==> config.mk <==
export PLATFORM = sky130hd
export DESIGN_NAME = m_dmem_responder
export DESIGN_NICKNAME = d
export VERILOG_FILES = /design/src/rtl/m_dmem_responder.sv
export SDC_FILE = /design/constraint.sdc
export NUM_CORES = 2
export LEC_CHECK = 0
export BUFFER_PORTS_ARGS = -buffer_cell sky130_fd_sc_hd__clkbuf_2
export CORE_ASPECT_RATIO = 1.25
export CORE_MARGIN = 2
export CORE_UTILIZATION = 65
export CTS_BUF_LIST = sky130_fd_sc_hd__clkbuf_4 sky130_fd_sc_hd__clkbuf_8
export CTS_CLUSTER_DIAMETER = 60
export CTS_CLUSTER_SIZE = 30
export DETAILED_ROUTE_END_ITERATION = 7
export GPL_TIMING_DRIVEN = 0
export PLACE_DENSITY = 0.91
export RECOVER_POWER = 50
export REMOVE_ABC_BUFFERS = 1
export SLEW_MARGIN = 20
export SYNTH_ARGS = -nofsm -noshare
export SYNTH_HDL_FRONTEND = slang
export SYNTH_SLANG_ARGS = --single-unit
==> constraint.sdc <==
create_clock -name w_clk -period 3.53 [get_ports w_clk]
set_input_delay 0.353 -clock w_clk [delete_from_list [all_inputs] [get_ports w_clk]]
set_output_delay 0.353 -clock w_clk [all_outputs]
set_load 0.02 [all_outputs]
==> src/rtl/m_dmem_responder.sv <==
// m_dmem_responder: data-memory responder for the core load/store port.
// Accepts one request at a time over a valid/ready request channel, waits
// LATENCY cycles, commits the access and then holds the response until the
// initiator takes it.
//   w_clk, w_rst_n            clock, asynchronous active-low reset
//   w_req_valid/w_req_ready   request handshake
//   w_req_we/addr/wdata/be    store flag, byte address, store data, byte enables
//   w_rsp_valid/w_rsp_ready   response handshake
//   w_rsp_rdata/w_rsp_err     load data (0 for stores/errors), access error
module m_dmem_responder #(
   parameter int DEPTH   = 64,
   parameter int LATENCY = 2
) (
   input  logic        w_clk,
   input  logic        w_rst_n,
   input  logic        w_req_valid,
   output logic        w_req_ready,
   input  logic        w_req_we,
   input  logic [31:0] w_req_addr,
   input  logic [31:0] w_req_wdata,
   input  logic [3:0]  w_req_be,
   output logic        w_rsp_valid,
   input  logic        w_rsp_ready,
   output logic [31:0] w_rsp_rdata,
   output logic        w_rsp_err
);
   localparam int AW = $clog2(DEPTH);
   localparam int CW = (LATENCY > 1) ? $clog2(LATENCY) : 1;
   localparam logic [CW-1:0] CNT_INIT = CW'((LATENCY > 0) ? LATENCY - 1 : 0);

   typedef enum logic [1:0] {IDLE, WAIT, RESP} t_state;

   t_state        r_state;
   logic [CW-1:0] r_cnt;
   logic          r_we;
   logic [31:0]   r_addr;
   logic [31:0]   r_wdata;
   logic [3:0]    r_be;
   logic          r_req_ready;
   logic          r_rsp_valid;
   logic [31:0]   r_rsp_rdata;
   logic          r_rsp_err;
   logic [31:0]   r_mem [DEPTH] = '{default: '0};

   logic          w_idle;
   logic          w_accept;
   logic          w_commit;
   logic          w_c_we;
   logic [31:0]   w_c_addr;
   logic [31:0]   w_c_wdata;
   logic [3:0]    w_c_be;
   logic          w_c_err;
   logic [AW-1:0] w_c_idx;

   assign w_idle   = r_state == IDLE;
   assign w_accept = w_idle & w_req_valid & r_req_ready;
   // With zero latency the commit happens on the acceptance edge itself, so
   // the commit path reads the live request inputs while idle.
   assign w_commit = w_rst_n & ((w_accept & (LATENCY == 0)) | ((r_state == WAIT) & (r_cnt == '0)));
   assign w_c_we    = w_idle ? w_req_we    : r_we;
   assign w_c_addr  = w_idle ? w_req_addr  : r_addr;
   assign w_c_wdata = w_idle ? w_req_wdata : r_wdata;
   assign w_c_be    = w_idle ? w_req_be    : r_be;
   assign w_c_idx   = w_c_addr[AW+1:2];
   assign w_c_err   = (w_c_addr[1:0] != 2'b00) | (w_c_addr[31:AW+2] != '0);

   always_ff @(posedge w_clk or negedge w_rst_n) begin
      if (!w_rst_n) begin
         r_state     <= IDLE;
         r_cnt       <= '0;
         r_we        <= 1'b0;
         r_addr      <= '0;
         r_wdata     <= '0;
         r_be        <= '0;
         r_req_ready <= 1'b1;
         r_rsp_valid <= 1'b0;
         r_rsp_rdata <= '0;
         r_rsp_err   <= 1'b0;
      end else begin
         case (r_state)
            // After a response handshake ready stays low for one idle cycle
            IDLE: if (!r_req_ready) r_req_ready <= 1'b1;
                  else if (w_req_valid) begin
                     r_we        <= w_req_we;
                     r_addr      <= w_req_addr;
                     r_wdata     <= w_req_wdata;
                     r_be        <= w_req_be;
                     r_req_ready <= 1'b0;
                     r_cnt       <= CNT_INIT;
                     r_state     <= (LATENCY == 0) ? RESP : WAIT;
                  end
            WAIT: if (r_cnt != '0) r_cnt <= r_cnt - 1'b1;
                  else r_state <= RESP;
            RESP: if (w_rsp_ready) begin
                     r_state     <= IDLE;
                     r_rsp_valid <= 1'b0;
                     r_rsp_rdata <= '0;
                     r_rsp_err   <= 1'b0;
                  end
            default: r_state <= IDLE;
         endcase
         if (w_commit) begin
            r_rsp_valid <= 1'b1;
            r_rsp_err   <= w_c_err;
            r_rsp_rdata <= (w_c_err | w_c_we) ? '0 : r_mem[w_c_idx];
         end
      end
   end

   always_ff @(posedge w_clk) begin
      if (w_commit & w_c_we & ~w_c_err)
         for (int i = 0; i < 4; i++)
            if (w_c_be[i]) r_mem[w_c_idx][8*i +: 8] <= w_c_wdata[8*i +: 8];
   end

   assign w_req_ready = r_req_ready;
   assign w_rsp_valid = r_rsp_valid;
   assign w_rsp_rdata = r_rsp_rdata;
   assign w_rsp_err   = r_rsp_err;
endmodule

==> run_results.csv, run 1 <==
group,metric,value,unit
floorplanning,initial_core_util,0.655,
floorplanning,dieHeight,404,um
floorplanning,rows,146,
floorplanning,die_w,324,um
status,haltStage,"5_1_grt",
place,place_area,0.0894,sq mm
yosys,ys_async_sr_fraction,0.0497,
clocking,clockRootBuffer,"clkbuf_8",
place,hpwl,166000,um
yosys,yosys_warnings,0,
global_routing,globalRouteOverflowTotal,34,
yosys,synth.avg_cell_area,14.7,sq um
global_routing,grt_max_degree,74,
clocking,cts_inserted_buffers,92,
yosys,syn-instance-count,5629,
clocking,cts-htree-levels,3,
status,firstError,"[ERROR GRT-0232] Routing congestion too high. Check the congestion heatmap in the GUI.",
yosys,netlist_area,0.0830,sq mm
yosys,ys.flop_type,"edfxtp_1",
floorplanning,ios,108,
place,io_buffers,107,
yosys,ys_seq_area_frac,0.773,
global_routing,grt_usage,0.767,
clocking,clock-sinks,2155,
status,outcome,"aborted with a tool error",
place,gp_congestion,0.850,
yosys,synth_edf_count,2048,
yosys,ys_types,76,
clocking,cts_max_path_buffers,3,
yosys,ys_seq_elements,2155,
[cells by family after synthesis]
logic type / count (synthesis) / synth area share
DFF: 2155 / 0.773
and+or+nand+nor: 1758 / 0.0905
AOI/OAI and AO/OA: 1158 / 0.0928
buffers and inverters: 405 / 0.0236
muxes: 153 / 0.0198
[synthesized netlist by cell type, types with 8 or more instances]
cell | count | area (sq um)
nand4_1 | 43 | 269
nor2_1 | 222 | 833
o21ai_1 | 9 | 45.0
o31ai_1 | 13 | 97.6
nor4_1 | 42 | 263
a21oi_1 | 296 | 1480
nand2_1 | 995 | 3730
a32o_1 | 18 | 180
a32oi_1 | 88 | 771
o22ai_1 | 384 | 2400
o2111ai_1 | 13 | 114
edfxtp_1 | 2048 | 61500
buf_4 | 31 | 233
o21ai_0 | 35 | 175
nor3_1 | 252 | 1260
a31oi_1 | 99 | 619
buf_6 | 12 | 135
buf_2 | 188 | 941
mux2_2 | 68 | 766
mux2i_1 | 83 | 831
dfrtp_1 | 106 | 2650
or4_1 | 14 | 105
clkbuf_1 | 107 | 402
a22o_1 | 28 | 245
o221ai_1 | 46 | 403
and3_1 | 10 | 62.6
a22oi_1 | 32 | 240
o22a_1 | 17 | 149
buf_1 | 60 | 225
or3_1 | 8 | 50.1
nand3_1 | 143 | 716
a211oi_1 | 20 | 150
[metrics by stage]
stage / setup slack (ps) / std cells / TNS, ps
CTS: -225 / 7722 / -28300
detailed placement: -1410 / 7241 / -1883440
floorplan: -4340 / 5231 / -2274960
global placement: -17060 / 7040 / -
[repair_timing]
action / in CTS
setup endpoints to repair: 2080
endpoints found under the hold margin: 177
pin swaps: 112
hold buffers: 78
resized for setup: 287
setup buffers: 221
gates cloned: 16
[metal layers]
layer | overflow | track usage
met1 | 11 | 0.719
met2 | 6 | 0.880
met3 | 4 | 0.720
met4 | 13 | 0.742
met5 | 0 | 0.606
==> run 2, diff against run 1 <==
- CORE_ASPECT_RATIO: 1.25 -> unset
- CORE_UTILIZATION: 65 -> 40
- CTS_BUF_LIST: sky130_fd_sc_hd__clkbuf_4 sky130_fd_sc_hd__clkbuf_8 -> unset
- CTS_CLUSTER_DIAMETER: 60 -> unset
- CTS_CLUSTER_SIZE: 30 -> unset
- PLACE_DENSITY: 0.91 -> unset
- PLACE_DENSITY_LB_ADDON: unset -> 0.15
==> run 2 against run 1 <==
Net effect: the flow now finishes, with violations (max-capacitance violations, max-slew violations, negative setup slack); area after synthesis is the same; synthesized cell count is the same.
==> run_results.csv, run 2 <==
group,metric,value,unit
timing,finalHoldViolCount,0,
place,io_buffers,107,
yosys,synth_commonest_cells,"edfxtp_1, nand2_1, o22ai_1",
cells_and_area,mostFrequentLayoutCells,"edfxtp_1, nand2_1, o22ai_1",
clocking,clk_latency,850,ps
timing,tightestPinTransition,2040,ps
worst_setup_path,worstSetupPathDepth,13,
place,gp_congestion,0.765,
min_path,min_path_type,"primary input to asynchronous set/reset pin",
run,cap_violations,1,
global_routing,antenna_found_initial,8,
place,hpwl,172000,um
power,p_switching,32.8,mW
worst_setup_path,path_class,"flip-flop to flip-flop",
clocking,cts_max_path_buffers,3,
worst_setup_path,critical-path-slowest-cell,"or4_1",
timing,drv_slew,66,
worst_setup_path,worstPathArrival,4360,ps
place,dp_cells,8318,
power,power_density,847,mW/mm^2
floorplanning,dieArea,0.211,sq mm
drt,wl_per_cell,31.9,um
drt,antenna_left,0,
clocking,cts_tree,"yes",
yosys,synth_largest_area_cell,"edfxtp_1",
global_routing,grt_usage,0.267,
cells_and_area,largest_reg_flops,2048,
yosys,ys_async_sr_fraction,0.0497,
power,power,88.4,mW
status,violations,"max-capacitance violations, max-slew violations, negative setup slack",
floorplanning,rows,167,
timing,fin_crit_sh,1.02,
worst_setup_path,cp.buffers_inverters,5,
power,power_frac_seq,0.375,
global_routing,globalRouteOverflowTotal,0,
timing,post-route-min-period,3590,ps
yosys,synth_top_area_share,0.741,
timing,skew,30.2,ps
drt,num_vias,54900,
yosys,synth_edf_count,2048,
yosys,ys_seq_area_frac,0.773,
clocking,path_clk_slew,60,ps
worst_setup_path,crit_top_cell,"buf_16",
drt,drt-total-wl,291000,um
yosys,yosys_warnings,0,
worst_setup_path,critPathTopFamily,"buffers and inverters",
clocking,cts-htree-levels,4,
timing,rsz0062_at_grt,"true",
worst_setup_path,crit_required,4300,ps
yosys,ys_types,76,
cells_and_area,drive_above_1_share,0.232,
worst_setup_path,worstSetupStartpointType,"flip-flop",
status,outcome,"finished, violations left",
worst_setup_path,cpPeakStageDelay,540,ps
floorplanning,initial_core_util,0.402,
clocking,cts_inserted_buffers,220,
timing,maxSlewHeadroom,-0.358,
power,p_comb_frac,0.368,
worst_setup_path,crit_fanout,21,
floorplanning,dieHeight,460,um
global_routing,first_global_vias,52000,
cells_and_area,top_register,"r_mem",
power,pwr-share-clk,0.257,
clocking,clock-sinks,2155,
worst_setup_path,endpoint_kind,"flip-flop",
timing,setup_viol,6,
power,swShare,0.371,
power,power.leakage,36.6,nW
cells_and_area,fillerInstances,17100,
yosys,synth_area_leaders,"edfxtp_1, nand2_1, dfrtp_1",
cells_and_area,mostFrequentLayoutCell,"edfxtp_1",
worst_setup_path,r2r_cells,13,
floorplanning,die_w,460,um
floorplanning,core,0.207,sq mm
worst_setup_path,crit_chain,"clkbuf_4 > or2_4 > buf_12 > mux2i_4 > buf_8 > buf_16 > buf_16 > a21oi_1 > a22o_1 > a211oi_2 > o22ai_2 > or4_1 > o21ai_1",
cells_and_area,nets,6284,
yosys,ys.flop_type,"edfxtp_1",
clocking,clockRootBuffer,"clkbuf_16",
drt,drtIter0Drc,6798,
yosys,ys_seq_elements,2155,
yosys,syn-instance-count,5629,
global_routing,grt_max_degree,66,
timing,fin_ws,-60.0,ps
drt,drc,0,
drt,firstDrtPassIters,6,
yosys,netlist_area,0.0830,sq mm
floorplanning,ios,108,
yosys,synth_most_common_cell,"edfxtp_1",
yosys,synth.avg_cell_area,14.7,sq um
cells_and_area,area_growth,25.7,%
cells_and_area,final_cell_count_no_fill,9109,
global_routing,grt_pass1_wl,402000,um
timing,fmax,279,MHz
drt,via_per_inst,6.02,
power,intPower,55.5,mW
power,peakVddDrop,838,uV
-- run 2: cell counts after synthesis --
No cell type changed its count.
-- run 2: final cells by class --
cell class	count	area (sq um)	share of cell area
antenna	8	20.0	0.000192
clock buffer	280	5920	0.0567
clock inverter	128	1010	0.00968
inverter	7	26.3	0.000252
multi-input combinational	3082	20300	0.194
sequential	2155	64200	0.615
tap	2704	3380	0.0324
timing repair buffer	745	9510	0.0911
-- run 2: kinds of logic (layout without fill, tap and decap cells) --
kind of cell    count (synthesis)  in the layout  share of synthesized area
compound gates               1158           1158                     0.0928
buf+inv                       405           1160                     0.0236
flops                        2155           2155                      0.773
mux                           153            153                     0.0198
other cells                     0              8                          0
simple gates                 1758           1771                     0.0905
-- run 2: final timing paths --
| kind | end | from | slack [ps] |
|---|---|---|---|
| max reg2reg | w_rsp_rdata[5]$_DFFE_PN0P_ | r_state[0]$_DFFE_PN0P_ | -60 |
| max | w_rsp_rdata[5]$_DFFE_PN0P_ | r_state[0]$_DFFE_PN0P_ | -60 |
| min | r_wdata[17]$_DFFE_PN0P_ | w_rst_n | 40 |
| min in group w_clk | w_req_ready$_DFFE_PN1P_ | w_req_valid | 140 |
| max in group asynchronous | w_rsp_rdata[31]$_DFFE_PN0P_ | w_rst_n | 1080 |
| min reg2reg | w_rsp_valid$_DFFE_PN0P_ | w_rsp_valid$_DFFE_PN0P_ | 500 |
-- run 2: per-stage QoR --
step | hold slack [ps] | setup slack, ps | cell area [sq um] | utilization | setup TNS (ps)
detailed placement | 375 | -1260 | 91600 | 0.443 | -1903480
CTS | 10.7 | -120 | 103000 | 0.498 | -3000
finish | 44.2 | -60.0 | 104000 | 0.505 | -106
global route | 36.9 | -114 | 104000 | 0.505 | -3580
global placement | 461 | -22610 | 85000 | 0.411 | -
floorplan | 57.4 | -4340 | 81100 | - | -2274960
-- run 2: power by group through the flow --
stage / Combinational [mW] / Clock (mW) / Sequential, mW
detailed placement: 28.8 / 0 / 33.7
floorplan: 12.7 / 0 / 33.7
CTS: 31.1 / 22.9 / 33.1
global route: 33.8 / 23.9 / 33.2
global placement: 21.2 / 0 / 34.3
finish: 32.5 / 22.7 / 33.2
-- run 2: per-layer routing --
layer  routed length [um]  global-route usage
met5                    0                   0
met4                 9310              0.0848
met3                25700              0.0445
met2               137000               0.422
met1               119000               0.378
-- run 2: timing repair --
action | in CTS | in global routing
cloned | 15 | 13
endpoints found under the hold margin | 155 | 0
hold buffers | 70 | 0
setup buffers | 211 | 66
gates resized for setup | 267 | 91
pin swaps | 114 | 49
endpoints found under the setup margin | 2080 | 796
(Power assumes the default switching activity.)
